--- src/rtl/pipe_ctrl_pkg.sv ---
// Shared definitions for the pipeline controller: control-bus bit map, FSM encoding
// and the stage masks used when composing stall/flush vectors.
package pipe_ctrl_pkg;

    localparam int unsigned CTRLBUS_W      = 6;
    localparam int unsigned CTRLBUS_PC     = 0;
    localparam int unsigned CTRLBUS_IF_ID  = 1;
    localparam int unsigned CTRLBUS_ID_EX  = 2;
    localparam int unsigned CTRLBUS_EX_MEM = 3;
    localparam int unsigned CTRLBUS_MEM_WB = 4;
    localparam int unsigned CTRLBUS_WB     = 5;

    typedef enum logic {
        PIPE_RUN        = 1'b0,
        PIPE_WAIT_FETCH = 1'b1
    } pipe_state_e;

    function automatic logic [CTRLBUS_W-1:0] ctrl_bit(input int unsigned idx);
        return CTRLBUS_W'(1) << idx;
    endfunction

    localparam logic [CTRLBUS_W-1:0] FLUSH_BRANCH =
        ctrl_bit(CTRLBUS_IF_ID) | ctrl_bit(CTRLBUS_ID_EX);
    localparam logic [CTRLBUS_W-1:0] FLUSH_SYS =
        FLUSH_BRANCH | ctrl_bit(CTRLBUS_EX_MEM);
    localparam logic [CTRLBUS_W-1:0] STALL_MEM =
        ctrl_bit(CTRLBUS_PC) | ctrl_bit(CTRLBUS_IF_ID) |
        ctrl_bit(CTRLBUS_ID_EX) | ctrl_bit(CTRLBUS_EX_MEM);

endpackage

--- src/rtl/pipe_ctrl_reg.sv ---
// Generic register with synchronous active-high reset and load enable.
module pipe_ctrl_reg #(
    parameter int unsigned    W       = 1,
    parameter logic [W-1:0]   RST_VAL = '0
) (
    input  logic         clk,
    input  logic         rst,
    input  logic         en,
    input  logic [W-1:0] d,
    output logic [W-1:0] q
);

    always_ff @(posedge clk) begin
        if (rst) begin
            q <= RST_VAL;
        end else if (en) begin
            q <= d;
        end
    end

endmodule

--- src/rtl/pipe_ctrl.sv ---
// Pipeline controller: per-stage stall/flush vectors, PC redirect sequencing behind
// outstanding fetches, and a saturating PC-stall cycle counter.
module pipe_ctrl
    import pipe_ctrl_pkg::*;
#(
    parameter int unsigned XLEN   = 64,
    parameter int unsigned PERF_W = 32
) (
    input  logic                 clk,
    input  logic                 rst,
    input  logic                 if_busy_i,
    input  logic                 load_use_i,
    input  logic                 mem_busy_i,
    input  logic                 branch_valid_i,
    input  logic [XLEN-1:0]      branch_target_i,
    input  logic                 trap_valid_i,
    input  logic [XLEN-1:0]      trap_target_i,
    input  logic                 mret_valid_i,
    input  logic [XLEN-1:0]      mret_target_i,
    output logic [CTRLBUS_W-1:0] stall_valid_o,
    output logic [CTRLBUS_W-1:0] flush_valid_o,
    output logic                 redirect_valid_o,
    output logic [XLEN-1:0]      redirect_pc_o,
    output logic [PERF_W-1:0]    stall_cycles_o
);

    pipe_state_e           state_q;
    pipe_state_e           state_d;
    logic                  state_raw;
    logic [XLEN-1:0]       pend_q;
    logic [XLEN-1:0]       pend_d;
    logic                  pend_en;
    logic [PERF_W-1:0]     cnt_q;
    logic                  cnt_en;

    logic [CTRLBUS_W-1:0]  stall_c;
    logic [CTRLBUS_W-1:0]  flush_c;
    logic                  redir_c;
    logic [XLEN-1:0]       redir_pc_c;

    logic                  trap_evt;
    logic                  mret_evt;
    logic                  sys_evt;
    logic                  any_evt;
    logic [XLEN-1:0]       sys_tgt;
    logic [XLEN-1:0]       evt_tgt;
    logic [CTRLBUS_W-1:0]  evt_mask;

    // Trap/mret only count once the LSU has finished; trap outranks mret outranks branch.
    assign trap_evt = trap_valid_i & ~mem_busy_i;
    assign mret_evt = mret_valid_i & ~mem_busy_i;
    assign sys_evt  = trap_evt | mret_evt;
    assign any_evt  = sys_evt | branch_valid_i;
    assign sys_tgt  = trap_evt ? trap_target_i : mret_target_i;
    assign evt_tgt  = sys_evt ? sys_tgt : branch_target_i;
    assign evt_mask = sys_evt ? FLUSH_SYS : FLUSH_BRANCH;

    assign state_q = pipe_state_e'(state_raw);

    always_comb begin
        state_d    = state_q;
        pend_d     = pend_q;
        pend_en    = 1'b0;
        stall_c    = '0;
        flush_c    = '0;
        redir_c    = 1'b0;
        redir_pc_c = '0;

        case (state_q)
            PIPE_RUN: begin
                // Lowest-priority rows first; later rows override on conflict.
                if (if_busy_i) begin
                    stall_c[CTRLBUS_PC]    = 1'b1;
                    flush_c[CTRLBUS_IF_ID] = 1'b1;
                end
                if (load_use_i && !any_evt) begin
                    stall_c[CTRLBUS_PC]    = 1'b1;
                    stall_c[CTRLBUS_IF_ID] = 1'b1;
                    flush_c[CTRLBUS_ID_EX] = 1'b1;
                end
                if (mem_busy_i) begin
                    stall_c                 = stall_c | STALL_MEM;
                    flush_c[CTRLBUS_MEM_WB] = 1'b1;
                end
                flush_c = flush_c & ~stall_c;
                if (any_evt) begin
                    flush_c             = flush_c | evt_mask;
                    stall_c             = stall_c & ~evt_mask;
                    stall_c[CTRLBUS_PC] = if_busy_i;
                    if (if_busy_i) begin
                        pend_d  = evt_tgt;
                        pend_en = 1'b1;
                        state_d = PIPE_WAIT_FETCH;
                    end else begin
                        redir_c    = 1'b1;
                        redir_pc_c = evt_tgt;
                    end
                end
            end
            PIPE_WAIT_FETCH: begin
                if (mem_busy_i) begin
                    stall_c                 = STALL_MEM;
                    flush_c[CTRLBUS_MEM_WB] = 1'b1;
                end
                // IF_ID only ever holds the stale fetch here, so dropping it wins.
                stall_c[CTRLBUS_PC]    = 1'b1;
                stall_c[CTRLBUS_IF_ID] = 1'b0;
                flush_c[CTRLBUS_IF_ID] = 1'b1;
                if (sys_evt) begin
                    flush_c = flush_c | FLUSH_SYS;
                    stall_c = stall_c & ~FLUSH_SYS;
                    pend_d  = sys_tgt;
                    pend_en = 1'b1;
                end
                if (!if_busy_i) begin
                    stall_c[CTRLBUS_PC] = 1'b0;
                    redir_c             = 1'b1;
                    redir_pc_c          = sys_evt ? sys_tgt : pend_q;
                    state_d             = PIPE_RUN;
                end
            end
            default: begin
                state_d = PIPE_RUN;
            end
        endcase
    end

    assign stall_valid_o    = rst ? '0 : stall_c;
    assign flush_valid_o    = rst ? '0 : flush_c;
    assign redirect_valid_o = rst ? 1'b0 : redir_c;
    assign redirect_pc_o    = rst ? '0 : redir_pc_c;
    assign stall_cycles_o   = rst ? '0 : cnt_q;

    assign cnt_en = stall_valid_o[CTRLBUS_PC] & ~(&cnt_q);

    pipe_ctrl_reg #(.W(1), .RST_VAL(1'b0)) u_state_reg (
        .clk (clk),
        .rst (rst),
        .en  (1'b1),
        .d   (1'(state_d)),
        .q   (state_raw)
    );

    pipe_ctrl_reg #(.W(XLEN), .RST_VAL('0)) u_pend_reg (
        .clk (clk),
        .rst (rst),
        .en  (pend_en),
        .d   (pend_d),
        .q   (pend_q)
    );

    pipe_ctrl_reg #(.W(PERF_W), .RST_VAL('0)) u_cnt_reg (
        .clk (clk),
        .rst (rst),
        .en  (cnt_en),
        .d   (cnt_q + PERF_W'(1)),
        .q   (cnt_q)
    );

endmodule

--- config.mk ---
export PLATFORM = sky130hd
export DESIGN_NAME = pipe_ctrl
export DESIGN_NICKNAME = d
export VERILOG_FILES = /design/src/rtl/pipe_ctrl_pkg.sv /design/src/rtl/pipe_ctrl_reg.sv /design/src/rtl/pipe_ctrl.sv
export SDC_FILE = /design/constraint.sdc
export NUM_CORES = 1
export LEC_CHECK = 0
export BUFFER_PORTS_ARGS = -buffer_cell sky130_fd_sc_hd__buf_2
export CORE_AREA = 4 4 125 127
export DETAILED_ROUTE_END_ITERATION = 8
export DIE_AREA = 0 0 129 131
export PLACE_DENSITY = 0.85
export SLEW_MARGIN = 10
export SYNTH_ARGS = -nofsm -noshare
export SYNTH_HDL_FRONTEND = slang
export SYNTH_SLANG_ARGS = --single-unit
export TNS_END_PERCENT = 50
--- constraint.sdc ---
create_clock -name clk -period 2.8 [get_ports clk]
set_input_delay 0.56 -clock clk [delete_from_list [all_inputs] [get_ports clk]]
set_output_delay 0.56 -clock clk [all_outputs]
set_load 0.02 [all_outputs]
==> flow_summary.html, run 1 <==
<table>
<tr><th>Metric</th><th>Value</th></tr>
<tr><th colspan="2">Status</th></tr>
<tr><td>Result of the run</td><td>complete, no violations</td></tr>
<tr><th colspan="2">Placed design</th></tr>
<tr><td>Post-placement cell count</td><td>between 1,500 and 2,000</td></tr>
<tr><td>PortBufs</td><td>just over 300</td></tr>
<tr><td>Post-DP HPWL</td><td>approximately 17,000 µm</td></tr>
<tr><td>GP Congestion</td><td>0.873</td></tr>
<tr><td>Setup WS pre-CTS</td><td>122 ps</td></tr>
<tr><th colspan="2">Global routing</th></tr>
<tr><td>Via count of the first global-routing pass</td><td>between 7,000 and 8,000</td></tr>
<tr><td>First-pass GRT wire length</td><td>between 30,000 and 40,000 µm</td></tr>
<tr><td>Maximum number of pins on one net before global-route repair</td><td>85</td></tr>
<tr><td>Antenna violations before repair</td><td>3</td></tr>
<tr><td>Residual overflow from global routing</td><td>0</td></tr>
<tr><td>GRT Util Overall</td><td>0.267</td></tr>
<tr><th colspan="2">Critical path</th></tr>
<tr><td>Worst-case reg-to-reg path depth</td><td>6</td></tr>
<tr><td>Required time of the critical path</td><td>2240 ps</td></tr>
<tr><td>Max Fanout on Critical Path</td><td>21</td></tr>
<tr><td>Worst reg2reg path startpoint</td><td>u_cnt_reg.q[0]$_SDFFE_PP0P_</td></tr>
<tr><td>Register-to-register path setup slack</td><td>roughly 240 ps</td></tr>
<tr><td>Capture point of the worst path</td><td>redirect_pc_o[26]</td></tr>
<tr><td>Critical Path Source</td><td>trap_valid_i</td></tr>
<tr><td>Critical path type</td><td>in -&gt; out</td></tr>
<tr><td>Worst EP arrival</td><td>approximately 2000 ps</td></tr>
<tr><td>Critical Path End Type</td><td>output pin</td></tr>
<tr><td>Destination of the worst register-to-register timing path</td><td>u_cnt_reg.q[30]$_SDFFE_PP0P_</td></tr>
<tr><td>Critical path launch point type</td><td>primary input</td></tr>
<tr><th colspan="2">Clock tree</th></tr>
<tr><td>CTS tree</td><td>yes</td></tr>
<tr><td>Number of buffers created by CTS</td><td>9</td></tr>
<tr><td>Number of gates given a new drive strength after cts</td><td>0</td></tr>
<tr><td>CTS clk-pin slew, worst paths</td><td>70 ps</td></tr>
<tr><td>Clock root cell</td><td>sky130_fd_sc_hd__clkbuf_16</td></tr>
<tr><td># H-tree levels</td><td>3</td></tr>
<tr><td># clock sinks</td><td>97</td></tr>
<tr><td>Buffer levels on the longest clock path</td><td>2</td></tr>
<tr><td>Number of buffers inserted to repair setup after CTS</td><td>0</td></tr>
<tr><td>Number of buffers added to fix hold violations after cts</td><td>0</td></tr>
<tr><td>Clock insertion delay at the later pin of the skew report</td><td>~350 ps</td></tr>
<tr><th colspan="2">Yosys</th></tr>
<tr><td>Post-synthesis instance area</td><td>between 6000 and 7000 µm²</td></tr>
<tr><td>Dominant synthesized flop cell</td><td>sky130_fd_sc_hd__dfxtp_1</td></tr>
<tr><td>Register bit count reported by yosys</td><td>97</td></tr>
<tr><td>Post-synthesis cell count</td><td>approximately 1,100</td></tr>
<tr><td>Sequential area share after synthesis</td><td>0.286</td></tr>
<tr><td>EDFF count, synth</td><td>0</td></tr>
<tr><td>Average cell area after synthesis</td><td>approximately 6.3 µm²</td></tr>
<tr><td>Number of warnings reported in the yosys synthesis log</td><td>0</td></tr>
<tr><td>Ys async rst share</td><td>0</td></tr>
<tr><td>Yosys cell types</td><td>40</td></tr>
<tr><th colspan="2">Routing</th></tr>
<tr><td>Total number of vias</td><td>~8,500</td></tr>
<tr><td>Post-route met1 wirelength</td><td>9840 µm</td></tr>
<tr><td>Iteration-0 DRC Markers</td><td>between 700 and 800</td></tr>
<tr><td>First-pass detailed-route iteration total</td><td>5</td></tr>
<tr><td>Avg WL per Cell</td><td>approximately 16 µm</td></tr>
<tr><td>Post-detailed-route count of antenna-violating nets</td><td>0</td></tr>
<tr><td>Routed length on met3</td><td>around 1800 µm</td></tr>
<tr><td>Top Layer Used</td><td>met5</td></tr>
<tr><td>Wire length reported by the detailed router</td><td>24,100 µm</td></tr>
<tr><td>Drt via density</td><td>between 5 and 6</td></tr>
<tr><td>Met2 Routed Length</td><td>11,800 µm</td></tr>
<tr><td>DRC Markers</td><td>0</td></tr>
<tr><th colspan="2">Cells and area</th></tr>
<tr><td>Fraction of layout cells with a size suffix above 1</td><td>0.288</td></tr>
<tr><td>Final non-filler cell total</td><td>1,528</td></tr>
<tr><td>Filler cell count</td><td>about 1,400</td></tr>
<tr><td>Synth-to-Final Area Change</td><td>29.4%</td></tr>
<tr><td>Net count, final</td><td>between 1,500 and 2,000</td></tr>
<tr><td>Fin util</td><td>0.610</td></tr>
<tr><th colspan="2">Job</th></tr>
<tr><td>Max cap viols</td><td>0</td></tr>
<tr><th colspan="2">STA</th></tr>
<tr><td>Fin. max-slew vios</td><td>0</td></tr>
<tr><td>Sum of negative setup slack</td><td>0 ps</td></tr>
<tr><td>Maximum operating frequency</td><td>390 MHz</td></tr>
<tr><td>Period Utilization, post-route</td><td>0.916</td></tr>
<tr><td>Fin worst setup slack</td><td>around 240 ps</td></tr>
<tr><td>Shortest clock period the worst path allows after layout</td><td>approximately 2600 ps</td></tr>
<tr><td>Transition time at the pin with the least slew margin</td><td>between 500 and 600 ps</td></tr>
<tr><td>Final setup violation count</td><td>0</td></tr>
<tr><td>Layout Skew</td><td>approximately 7.6 ps</td></tr>
<tr><td>Hold violation total from the final report</td><td>0</td></tr>
<tr><td>Setup repair after global routing missed its margin</td><td>false</td></tr>
<tr><td>Headroom to the max-slew limit</td><td>0.613</td></tr>
<tr><th colspan="2">Die</th></tr>
<tr><td>Initial cell density of the core</td><td>0.471</td></tr>
<tr><td>Area of the placeable core</td><td>roughly 14,000 µm²</td></tr>
<tr><td>Cell Rows</td><td>44</td></tr>
<tr><td>Height of the die</td><td>approximately 130 µm</td></tr>
<tr><td>I/O pin count</td><td>approximately 310</td></tr>
<tr><td>Total Die Area</td><td>roughly 17,000 µm²</td></tr>
<tr><td>Die width</td><td>129 µm</td></tr>
<tr><th colspan="2">Power</th></tr>
<tr><td>Total power draw</td><td>between 3 and 4 mW</td></tr>
<tr><td>Peak supply drop</td><td>about 0.00026 V</td></tr>
<tr><td>Leakage power of the design</td><td>4.27 nW</td></tr>
<tr><td>Pwr Density</td><td>422 nW/µm²</td></tr>
<tr><th colspan="2">Worst hold path</th></tr>
<tr><td>Worst min-delay path class</td><td>reg -&gt; reg</td></tr>
</table>
-- cell families (layout without fill, tap and decap cells) --
logic type / count (synthesis) / after routing / share of synthesized area
AO/OA/AOI/OAI: 206 / 206 / 0.158
XOR/XNOR: 2 / 2 / 0.00258
adder cells (fa/ha/maj): 1 / 1 / 0.00184
buffers and inverters: 113 / 365 / 0.0661
flip-flops: 97 / 97 / 0.286
multiplexers: 27 / 27 / 0.0445
other: 1 / 6 / 0.000552
AND/OR/NAND/NOR: 640 / 640 / 0.441
-- per-layer routing --
layer / vias up / GRT usage
met5: - / 0
met4: 2 / 0.107
met3: 44 / 0.0443
met2: 381 / 0.467
met1: 3871 / 0.328
li1: 4190 / -
-- state kept, by name, indices dropped and copies added, names as in the netlist --
| name | cells |
|---|---|
| u_cnt_reg.q | 32 |
| u_state_reg.q | 1 |
| u_pend_reg.q | 64 |
-- area by class of cell --
type / count / area, µm² / area share
clock inverters: 7 / 68.8 / 0.00782
well taps: 184 / 230 / 0.0262
repair buffers: 334 / 1810 / 0.206
inverters: 15 / 56.3 / 0.00640
multi-input cells: 880 / 4460 / 0.506
flip-flops and latches: 97 / 1950 / 0.221
diodes: 2 / 5.00 / 0.000569
clock buffers: 9 / 225 / 0.0256
-- how the worst min path moves through the flow --
stage	startpoint	end	slack, ps	depth (start not counted)
2_1_floorplan	u_pend_reg.q[63]$_SDFFE_PP0P_	u_pend_reg.q[63]$_SDFFE_PP0P_	430	2
3_3_place_gp	u_pend_reg.q[51]$_SDFFE_PP0P_	u_pend_reg.q[51]$_SDFFE_PP0P_	440	2
3_5_place_dp	u_pend_reg.q[53]$_SDFFE_PP0P_	u_pend_reg.q[53]$_SDFFE_PP0P_	440	2
4_1_cts	u_pend_reg.q[53]$_SDFFE_PP0P_	u_pend_reg.q[53]$_SDFFE_PP0P_	460	2
5_1_grt	u_pend_reg.q[60]$_SDFFE_PP0P_	u_pend_reg.q[60]$_SDFFE_PP0P_	470	2
6_report	u_pend_reg.q[44]$_SDFFE_PP0P_	u_pend_reg.q[44]$_SDFFE_PP0P_	450	2
-- stage by stage --
step	hold slack (ps)	cell area, µm²
2_1_floorplan	432	6810
3_3_place_gp	439	8500
3_5_place_dp	445	8500
4_1_cts	455	8790
5_1_grt	469	8800
6_report	452	8800
-- synthesized netlist by cell type, types with 2 or more instances --
cell type,count,area share
sky130_fd_sc_hd__o21ai_0,67,0.049
sky130_fd_sc_hd__nand3_1,12,0.0088
sky130_fd_sc_hd__or2_2,2,0.0018
sky130_fd_sc_hd__nor2_1,106,0.059
sky130_fd_sc_hd__xnor2_1,2,0.0026
sky130_fd_sc_hd__buf_4,4,0.0044
sky130_fd_sc_hd__or3_1,64,0.059
sky130_fd_sc_hd__nor2b_1,23,0.021
sky130_fd_sc_hd__nand2b_1,4,0.0037
sky130_fd_sc_hd__inv_1,15,0.0083
sky130_fd_sc_hd__nor3_1,70,0.052
sky130_fd_sc_hd__nor4_1,3,0.0028
sky130_fd_sc_hd__o21bai_1,2,0.0022
sky130_fd_sc_hd__nand2_1,264,0.15
sky130_fd_sc_hd__mux2_2,26,0.043
sky130_fd_sc_hd__a21oi_1,129,0.095
sky130_fd_sc_hd__or4_1,2,0.0022
sky130_fd_sc_hd__dfxtp_1,97,0.29
sky130_fd_sc_hd__buf_2,2,0.0015
sky130_fd_sc_hd__nand4_1,15,0.014
sky130_fd_sc_hd__o31ai_1,2,0.0022
sky130_fd_sc_hd__buf_1,13,0.0072
sky130_fd_sc_hd__and4_1,2,0.0026
sky130_fd_sc_hd__and3_1,68,0.063
sky130_fd_sc_hd__clkbuf_1,78,0.043
-- worst max-delay path: stages --
cell                       delay, ps
sky130_fd_sc_hd__buf_2           110
sky130_fd_sc_hd__buf_4           140
sky130_fd_sc_hd__o21bai_4        330
sky130_fd_sc_hd__buf_4           310
sky130_fd_sc_hd__o21ai_0         130
sky130_fd_sc_hd__a21oi_1         160
sky130_fd_sc_hd__nor3_1           70
sky130_fd_sc_hd__buf_2           180
-- power breakdown --
part	switching (mW)	internal, mW	leakage, nW	total [mW]
clock network	0.597	0.633	0.147	1.23
logic	0.588	0.394	3.33	0.982
registers	0.0429	1.46	0.794	1.50
-- layout by cell type (no fill, tap or decap), types with 2 or more instances in the layout --
cell type                   count
sky130_fd_sc_hd__buf_2        303
sky130_fd_sc_hd__nand2_1      264
sky130_fd_sc_hd__a21oi_1      129
sky130_fd_sc_hd__nor2_1       106
sky130_fd_sc_hd__dfxtp_1       96
sky130_fd_sc_hd__nor3_1        70
sky130_fd_sc_hd__and3_1        68
sky130_fd_sc_hd__o21ai_0       67
sky130_fd_sc_hd__or3_1         64
sky130_fd_sc_hd__mux2_2        26
sky130_fd_sc_hd__buf_4         26
sky130_fd_sc_hd__nor2b_1       22
sky130_fd_sc_hd__nand4_1       15
sky130_fd_sc_hd__inv_1         15
sky130_fd_sc_hd__nand3_1       12
sky130_fd_sc_hd__clkbuf_16      9
sky130_fd_sc_hd__buf_12         5
sky130_fd_sc_hd__conb_1         4
sky130_fd_sc_hd__nor4_1         3
sky130_fd_sc_hd__inv_6          3
sky130_fd_sc_hd__inv_8          3
sky130_fd_sc_hd__diode_2        2
sky130_fd_sc_hd__or4_1          2
sky130_fd_sc_hd__and4_1         2
sky130_fd_sc_hd__nand2b_1       2
sky130_fd_sc_hd__o31ai_1        2
sky130_fd_sc_hd__xnor2_1        2
sky130_fd_sc_hd__or2_2          2
sky130_fd_sc_hd__nand2b_2       2
Power figures use the tool's default switching activity.
==> run 2, diff against run 1 <==
BUFFER_PORTS_ARGS = default   (was -buffer_cell sky130_fd_sc_hd__buf_2)
CORE_AREA = 4 4 117 119   (was 4 4 125 127)
DIE_AREA = 0 0 121 123   (was 0 0 129 131)
DONT_BUFFER_PORTS = 1   (was default)
PLACE_DENSITY = 0.73   (was 0.85)
==> run 2 against run 1 <==
Against the previous run:
- final area decreased by 13%
- global-route usage rose by 0.51 points
- maximum frequency fell by 0.73%
- highest routed layer is now met4
- wire length is 11% lower
==> flow_summary.html, run 2 (synthesized netlist as in run 1, its figures left out) <==
<table>
<tr><th>Metric</th><th>Value</th></tr>
<tr><th colspan="2">Worst hold path</th></tr>
<tr><td>Worst min-delay path class</td><td>in -&gt; reg</td></tr>
<tr><td>Count of cells along the worst hold path</td><td>1</td></tr>
<tr><td>HP Start</td><td>rst</td></tr>
<tr><td>Hold EP</td><td>u_pend_reg.q[8]$_SDFFE_PP0P_</td></tr>
<tr><th colspan="2">STA</th></tr>
<tr><td>Maximum operating frequency</td><td>387 MHz</td></tr>
<tr><td>Transition time at the pin with the least slew margin</td><td>740 ps</td></tr>
<tr><td>Headroom to the max-slew limit</td><td>0.507</td></tr>
<tr><td>Layout Skew</td><td>between 10 and 15 ps</td></tr>
<tr><td>Final setup violation count</td><td>0</td></tr>
<tr><td>Sum of negative setup slack</td><td>0 ps</td></tr>
<tr><td>Hold violation total from the final report</td><td>0</td></tr>
<tr><td>Shortest clock period the worst path allows after layout</td><td>around 2600 ps</td></tr>
<tr><td>Setup repair after global routing missed its margin</td><td>false</td></tr>
<tr><td>Fin. max-slew vios</td><td>0</td></tr>
<tr><td>Period Utilization, post-route</td><td>0.922</td></tr>
<tr><th colspan="2">Global routing</th></tr>
<tr><td>Maximum number of pins on one net before global-route repair</td><td>roughly 130</td></tr>
<tr><td>Met1 Use GR</td><td>0.340</td></tr>
<tr><td>Met2 Track Usage GR</td><td>0.449</td></tr>
<tr><td>Residual overflow from global routing</td><td>0</td></tr>
<tr><td>Routing layer with the top usage in global route</td><td>met2</td></tr>
<tr><td>Antenna violations before repair</td><td>0</td></tr>
<tr><td>GRT met3 Usage</td><td>0.0650</td></tr>
<tr><td>GRT Util Overall</td><td>0.272</td></tr>
<tr><td>First-pass GRT wire length</td><td>between 30,000 and 40,000 µm</td></tr>
<tr><td>Via count of the first global-routing pass</td><td>roughly 6,500</td></tr>
<tr><th colspan="2">Critical path</th></tr>
<tr><td>Critical Path End Type</td><td>flip-flop</td></tr>
<tr><td>Cells along the critical path</td><td>ha_1 -&gt; nand3_1 -&gt; nor4_2 -&gt; or3b_1 -&gt; nor4_1 -&gt; mux2_2</td></tr>
<tr><td>Slowest cell on the critical path</td><td>sky130_fd_sc_hd__or3b_1</td></tr>
<tr><td>Destination of the worst register-to-register timing path</td><td>u_cnt_reg.q[30]$_SDFFE_PP0P_</td></tr>
<tr><td>CP peak stage delay</td><td>approximately 550 ps</td></tr>
<tr><td>Critical path type</td><td>reg -&gt; reg</td></tr>
<tr><td>Critical path launch point type</td><td>flip-flop</td></tr>
<tr><td>Worst-case reg-to-reg path depth</td><td>6</td></tr>
<tr><td>Register-to-register path setup slack</td><td>220 ps</td></tr>
<tr><td>Required time of the critical path</td><td>~3000 ps</td></tr>
<tr><td>Worst EP arrival</td><td>2810 ps</td></tr>
<tr><td>Max Fanout on Critical Path</td><td>11</td></tr>
<tr><td>Worst reg2reg path startpoint</td><td>u_cnt_reg.q[0]$_SDFFE_PP0P_</td></tr>
<tr><th colspan="2">Cells and area</th></tr>
<tr><td>Most used cells in the layout excluding fill and tap cells</td><td>sky130_fd_sc_hd__nand2_1 (264), sky130_fd_sc_hd__a21oi_1 (129), sky130_fd_sc_hd__nor2_1 (106)</td></tr>
<tr><td>Most common library cell in the layout ignoring fill and taps</td><td>sky130_fd_sc_hd__nand2_1</td></tr>
<tr><td>Reg with most FFs</td><td>u_pend_reg.q</td></tr>
<tr><td>Fraction of layout cells with a size suffix above 1</td><td>0.123</td></tr>
<tr><td>ANT cells</td><td>0</td></tr>
<tr><td>Net count, final</td><td>between 1,000 and 1,500</td></tr>
<tr><td>Synth-to-Final Area Change</td><td>12.9%</td></tr>
<tr><td>Max FFs per register</td><td>64</td></tr>
<tr><td>Largest registers in the final layout</td><td>u_pend_reg.q: 64 flops, u_cnt_reg.q: 32 flops, u_state_reg.q: 1 flops</td></tr>
<tr><td>Filler cell count</td><td>~1,200</td></tr>
<tr><th colspan="2">Power</th></tr>
<tr><td>Leakage power of the design</td><td>between 3 and 4 nW</td></tr>
<tr><td>Pwr Density</td><td>approximately 460 nW/µm²</td></tr>
<tr><td>Total power draw</td><td>between 3 and 4 mW</td></tr>
<tr><td>Peak supply drop</td><td>between 0.0002 and 0.0003 V</td></tr>
<tr><th colspan="2">Routing</th></tr>
<tr><td>Post-detailed-route count of antenna-violating nets</td><td>0</td></tr>
<tr><td>Avg WL per Cell</td><td>16.9 µm</td></tr>
<tr><td>First-pass detailed-route iteration total</td><td>5</td></tr>
<tr><td>Drt via density</td><td>slightly below 6</td></tr>
<tr><td>Total number of vias</td><td>roughly 7,400</td></tr>
<tr><td>Iteration-0 DRC Markers</td><td>just under 500</td></tr>
<tr><td>DRC Markers</td><td>0</td></tr>
<tr><td>Wire length reported by the detailed router</td><td>~21,000 µm</td></tr>
<tr><th colspan="2">Die</th></tr>
<tr><td>Cell Rows</td><td>41</td></tr>
<tr><td>Area of the placeable core</td><td>approximately 13,000 µm²</td></tr>
<tr><td>Initial cell density of the core</td><td>0.541</td></tr>
<tr><td>Height of the die</td><td>around 120 µm</td></tr>
<tr><td>Total Die Area</td><td>about 15,000 µm²</td></tr>
<tr><td>I/O pin count</td><td>309</td></tr>
<tr><td>Die width</td><td>121 µm</td></tr>
<tr><th colspan="2">Clock tree</th></tr>
<tr><td>Number of buffers created by CTS</td><td>9</td></tr>
<tr><td>CTS clk-pin slew, worst paths</td><td>~70 ps</td></tr>
<tr><td>CTS tree</td><td>yes</td></tr>
<tr><td># clock sinks</td><td>slightly below 100</td></tr>
<tr><td>Clock insertion delay at the later pin of the skew report</td><td>between 300 and 400 ps</td></tr>
<tr><td>Clock root cell</td><td>sky130_fd_sc_hd__clkbuf_16</td></tr>
<tr><td>Buffer levels on the longest clock path</td><td>2</td></tr>
<tr><td># H-tree levels</td><td>3</td></tr>
<tr><th colspan="2">Placed design</th></tr>
<tr><td>GP Congestion</td><td>around 0.85</td></tr>
<tr><td>PortBufs</td><td>0</td></tr>
<tr><td>Post-DP HPWL</td><td>14,800 µm</td></tr>
<tr><th colspan="2">Status</th></tr>
<tr><td>Result of the run</td><td>complete, no violations</td></tr>
<tr><th colspan="2">Job</th></tr>
<tr><td>Max cap viols</td><td>0</td></tr>
</table>
-- run 2: cell count changes in the layout (fill, tap and decap cells not counted) --
cell / delta
sky130_fd_sc_hd__clkbuf_1: +2
sky130_fd_sc_hd__buf_2: -303
sky130_fd_sc_hd__bufinv_16: +1
sky130_fd_sc_hd__clkinv_4: -1
sky130_fd_sc_hd__buf_12: +1
sky130_fd_sc_hd__inv_6: -3
sky130_fd_sc_hd__clkinv_2: +2
sky130_fd_sc_hd__buf_4: +50
sky130_fd_sc_hd__inv_8: -3
sky130_fd_sc_hd__diode_2: -2
sky130_fd_sc_hd__clkbuf_8: +2
sky130_fd_sc_hd__buf_6: +1
-- run 2: critical path: cells and delay by family (launching register included) --
family	cells	cell delay (ps)
adders and majority gates	1	240
muxes	1	360
and+or+nand+nor	4	1450
DFF	1	410
-- run 2: cell type report --
cell class / instances / area (µm²) / area share
repair buffers: 83 / 702 / 0.0915
flip-flops and latches: 97 / 1950 / 0.254
multi-input cells: 880 / 4460 / 0.581
inverters: 15 / 56.3 / 0.00734
well taps: 172 / 215 / 0.0280
clock buffers: 13 / 260 / 0.0339
clock inverters: 3 / 40.0 / 0.00522
-- run 2: how the worst max path moves through the flow --
stage	to	cells after the start	slack (ps)	start
after global placement	u_cnt_reg.q[30]$_SDFFE_PP0P_	5	250	trap_valid_i
after CTS	redirect_pc_o[26]	4	170	u_state_reg.q$_SDFF_PP0_
after global routing	u_cnt_reg.q[30]$_SDFFE_PP0P_	6	20	u_cnt_reg.q[0]$_SDFFE_PP0P_
after floorplan	redirect_pc_o[14]	5	300	rst
final	u_cnt_reg.q[30]$_SDFFE_PP0P_	6	220	u_cnt_reg.q[0]$_SDFFE_PP0P_
after detailed placement	u_cnt_reg.q[30]$_SDFFE_PP0P_	6	240	u_cnt_reg.q[0]$_SDFFE_PP0P_
-- run 2: through the flow --
stage               instances  cell area (µm²)  worst slack (ps)  hold WS [ps]  utilization
finish                   1263             7670               217           304        0.611
global route             1263             7670              19.7           275        0.611
CTS                      1263             7670               174           282        0.610
detailed placement       1247             7370               235           437        0.586
global placement         1247             7370               254           433        0.586
floorplan                1090             6810               300           432            -
-- run 2: timing repair --
action / CTS / global route
buffers inserted: 0 / 0
hold buffers: 0 / 0
endpoints found under the setup margin: 0 / 2
gates resized for setup: 0 / 1
-- run 2: routing by layer --
metal,up-vias,share of wire
met2,308,0.48
met4,0,0.033
met1,3343,0.40
met5,-,0
li1,3687,-
met3,48,0.088
-- run 2: power breakdown --
part           switching (mW)  internal (mW)
Clock                   0.516          0.740
Combinational           0.469          0.312
Sequential             0.0490           1.46
Total                    1.03           2.51
==> run 3, diff against run 2 <==
REMOVE_ABC_BUFFERS = 1   (was default)
==> run 3 against run 2 <==
Against the previous run:
- critical endpoint is now redirect_pc_o[45]
- flip-flop and latch count did not move
- combinational power fell by 1%
- wire length rose by 0.40%
- maximum frequency fell by 0.63%
- final cell count barely moved
- critical path type is now reg -> out
==> flow_summary.html, run 3 (synthesized netlist as in run 1, its figures left out) <==
<table>
<tr><th>Metric</th><th>Value</th></tr>
<tr><th colspan="2">Placed design</th></tr>
<tr><td>Post-DP HPWL</td><td>14,700 µm</td></tr>
<tr><td>PortBufs</td><td>0</td></tr>
<tr><td>Setup WS pre-CTS</td><td>246 ps</td></tr>
<tr><td>GP Congestion</td><td>0.879</td></tr>
<tr><td>Placed inst area</td><td>about 7300 µm²</td></tr>
<tr><th colspan="2">STA</th></tr>
<tr><td>Fin. max-slew vios</td><td>0</td></tr>
<tr><td>Shortest clock period the worst path allows after layout</td><td>between 2000 and 3000 ps</td></tr>
<tr><td>Headroom to the max-slew limit</td><td>0.609</td></tr>
<tr><td>Transition time at the pin with the least slew margin</td><td>between 500 and 600 ps</td></tr>
<tr><td>Layout Skew</td><td>slightly below 9 ps</td></tr>
<tr><td>Fin worst setup slack</td><td>between 200 and 250 ps</td></tr>
<tr><td>Setup repair after global routing missed its margin</td><td>false</td></tr>
<tr><td>Maximum operating frequency</td><td>about 380 MHz</td></tr>
<tr><td>Hold violation total from the final report</td><td>0</td></tr>
<tr><td>Minimum hold slack</td><td>around 300 ps</td></tr>
<tr><td>Final setup violation count</td><td>0</td></tr>
<tr><td>Period Utilization, post-route</td><td>0.928</td></tr>
<tr><th colspan="2">Critical path</th></tr>
<tr><td>Worst EP arrival</td><td>2040 ps</td></tr>
<tr><td>CP peak stage delay</td><td>approximately 530 ps</td></tr>
<tr><td>Critical path type</td><td>reg -&gt; out</td></tr>
<tr><td>Max Fanout on Critical Path</td><td>55</td></tr>
<tr><td>Top Family by Delay on Critical Path</td><td>buffers and inverters</td></tr>
<tr><td>Required time of the critical path</td><td>roughly 2200 ps</td></tr>
<tr><td>Cells along the critical path</td><td>buf_4 -&gt; a21oi_1 -&gt; nor3_1 -&gt; buf_4</td></tr>
<tr><td>Critical path launch point type</td><td>flip-flop</td></tr>
<tr><td>Critical Path End Type</td><td>output pin</td></tr>
<tr><td>Worst path buffer plus inverter count</td><td>2</td></tr>
<tr><td>Most common cell type on the critical path</td><td>sky130_fd_sc_hd__buf_4</td></tr>
<tr><td>Slowest cell on the critical path</td><td>sky130_fd_sc_hd__dfxtp_4</td></tr>
<tr><th colspan="2">Routing</th></tr>
<tr><td>Post-detailed-route count of antenna-violating nets</td><td>0</td></tr>
<tr><td>Top Layer Used</td><td>met4</td></tr>
<tr><td>First-pass detailed-route iteration total</td><td>6</td></tr>
<tr><td>Avg WL per Cell</td><td>17.0 µm</td></tr>
<tr><td>DRC Markers</td><td>0</td></tr>
<tr><td>Met2 Routed Length</td><td>~10,000 µm</td></tr>
<tr><td>Wire length reported by the detailed router</td><td>approximately 21,000 µm</td></tr>
<tr><td>Iteration-0 DRC Markers</td><td>between 600 and 700</td></tr>
<tr><td>Drt via density</td><td>roughly 5.8</td></tr>
<tr><td>Post-route met1 wirelength</td><td>approximately 9000 µm</td></tr>
<tr><td>Routed length on met3</td><td>approximately 2200 µm</td></tr>
<tr><td>Total number of vias</td><td>7,355</td></tr>
<tr><th colspan="2">Die</th></tr>
<tr><td>Total Die Area</td><td>~15,000 µm²</td></tr>
<tr><td>I/O pin count</td><td>a little over 300</td></tr>
<tr><td>Initial cell density of the core</td><td>0.541</td></tr>
<tr><td>Area of the placeable core</td><td>approximately 13,000 µm²</td></tr>
<tr><td>Die width</td><td>about 120 µm</td></tr>
<tr><td>Cell Rows</td><td>41</td></tr>
<tr><td>Height of the die</td><td>around 120 µm</td></tr>
<tr><th colspan="2">Cells and area</th></tr>
<tr><td>Filler cell count</td><td>between 1,000 and 1,500</td></tr>
<tr><td>Largest registers in the final layout</td><td>u_pend_reg.q: 64 flops, u_cnt_reg.q: 32 flops, u_state_reg.q: 1 flops</td></tr>
<tr><td>Net count, final</td><td>~1,300</td></tr>
<tr><td>Area of the multi-input gates</td><td>about 4500 µm²</td></tr>
<tr><td>Most used cells in the layout excluding fill and tap cells</td><td>sky130_fd_sc_hd__nand2_1 (264), sky130_fd_sc_hd__a21oi_1 (129), sky130_fd_sc_hd__nor2_1 (106)</td></tr>
<tr><td>Synth-to-Final Area Change</td><td>13.2%</td></tr>
<tr><td>Most common library cell in the layout ignoring fill and taps</td><td>sky130_fd_sc_hd__nand2_1</td></tr>
<tr><td>Reg with most FFs</td><td>u_pend_reg.q</td></tr>
<tr><td>ANT cells</td><td>0</td></tr>
<tr><td>Design area</td><td>a little under 8000 µm²</td></tr>
<tr><td>FF+latch area</td><td>about 1900 µm²</td></tr>
<tr><td>Max FFs per register</td><td>64</td></tr>
<tr><td>Fraction of layout cells with a size suffix above 1</td><td>0.123</td></tr>
<tr><td>Fin util</td><td>0.612</td></tr>
<tr><th colspan="2">Power</th></tr>
<tr><td>Peak supply drop</td><td>roughly 0.00032 V</td></tr>
<tr><td>Leakage power of the design</td><td>3.23 nW</td></tr>
<tr><td>Pwr Density</td><td>~490 nW/µm²</td></tr>
<tr><td>Total power draw</td><td>3.74 mW</td></tr>
<tr><td>Net switching power</td><td>1.05 mW</td></tr>
<tr><td>Sequential group share of total power</td><td>0.403</td></tr>
<tr><td>Total internal power</td><td>about 2.7 mW</td></tr>
<tr><td>Clock power frac</td><td>0.391</td></tr>
<tr><td>Switching portion of total power</td><td>0.281</td></tr>
<tr><td>Combinational share of power</td><td>0.206</td></tr>
<tr><th colspan="2">Global routing</th></tr>
<tr><td>Via count of the first global-routing pass</td><td>approximately 6,500</td></tr>
<tr><td>Residual overflow from global routing</td><td>0</td></tr>
<tr><td>Antenna violations before repair</td><td>0</td></tr>
<tr><td>First-pass GRT wire length</td><td>roughly 33,000 µm</td></tr>
<tr><td>GRT Util Overall</td><td>0.271</td></tr>
<tr><td>Maximum number of pins on one net before global-route repair</td><td>around 130</td></tr>
<tr><th colspan="2">Status</th></tr>
<tr><td>Result of the run</td><td>complete, no violations</td></tr>
<tr><th colspan="2">Clock tree</th></tr>
<tr><td>Number of gates given a new drive strength after cts</td><td>0</td></tr>
<tr><td>Clock root cell</td><td>sky130_fd_sc_hd__clkbuf_16</td></tr>
<tr><td>CTS tree</td><td>yes</td></tr>
<tr><td>CTS clk-pin slew, worst paths</td><td>roughly 70 ps</td></tr>
<tr><td>Number of buffers created by CTS</td><td>9</td></tr>
<tr><td>Buffer levels on the longest clock path</td><td>2</td></tr>
<tr><td>Number of buffers added to fix hold violations after cts</td><td>0</td></tr>
<tr><td># H-tree levels</td><td>3</td></tr>
<tr><td># clock sinks</td><td>97</td></tr>
<tr><td>Clock insertion delay at the later pin of the skew report</td><td>approximately 350 ps</td></tr>
<tr><td>Number of buffers inserted to repair setup after CTS</td><td>0</td></tr>
<tr><th colspan="2">Job</th></tr>
<tr><td>Max cap viols</td><td>0</td></tr>
<tr><th colspan="2">Worst hold path</th></tr>
<tr><td>Worst min-delay path class</td><td>in -&gt; reg</td></tr>
</table>
==> run 3: changes by cell type in the layout (fill, tap and decap cells not counted) <==
cell,change
sky130_fd_sc_hd__buf_12,-2
sky130_fd_sc_hd__clkbuf_8,-2
sky130_fd_sc_hd__clkbuf_16,+1
sky130_fd_sc_hd__buf_4,+2
sky130_fd_sc_hd__buf_6,-1
sky130_fd_sc_hd__bufinv_16,+2
sky130_fd_sc_hd__clkbuf_1,-1
==> run 3: final timing paths <==
path	from	slack [ps]	cells past startpoint	to
max	u_state_reg.q$_SDFF_PP0_	200	4	redirect_pc_o[45]
min	rst	300	1	u_pend_reg.q[16]$_SDFFE_PP0P_
max reg2reg	u_cnt_reg.q[0]$_SDFFE_PP0P_	230	7	u_cnt_reg.q[18]$_SDFFE_PP0P_
min reg2reg	u_pend_reg.q[38]$_SDFFE_PP0P_	450	2	u_pend_reg.q[38]$_SDFFE_PP0P_
==> run 3: metrics by stage <==
stage          cells  TNS, ps
2_1_floorplan    992  -355100
3_3_place_gp    1246        0
3_5_place_dp    1246        0
4_1_cts         1262        0
5_1_grt         1262        0
6_report        1262        0
==> run 3: metal layers <==
layer  vias up  GRT usage
li1       3684          -
met1      3330      0.331
met2       308      0.452
met3        33     0.0897
met4         0     0.0857
met5         -          0
==> run 3: power by group through the flow <==
stage	Clock, mW	Combinational (mW)	Sequential [mW]
after floorplan	0	0.541	1.54
after global placement	0	0.756	1.54
after detailed placement	0	0.766	1.54
after CTS	1.48	0.768	1.51
after global routing	1.54	0.863	1.52
final	1.46	0.771	1.51
==> run 3: layout make-up <==
cell class | count | share of cell area
Multi-Input combinational cell | 880 | 0.579
Sequential cell | 97 | 0.253
Timing Repair Buffer | 82 | 0.0865
Clock buffer | 11 | 0.0330
Tap cell | 172 | 0.0280
Clock inverter | 5 | 0.0130
Inverter | 15 | 0.00732
==> run 3: worst register-to-register path, cell delays in order, from the launching register on <==
cell and delay (ps):
sky130_fd_sc_hd__dfxtp_1 420, sky130_fd_sc_hd__ha_1 240, sky130_fd_sc_hd__nand3_1 150, sky130_fd_sc_hd__nor4_2 400, sky130_fd_sc_hd__or3b_1 510, sky130_fd_sc_hd__buf_4 200, sky130_fd_sc_hd__nor3_1 190, sky130_fd_sc_hd__mux2_2 350
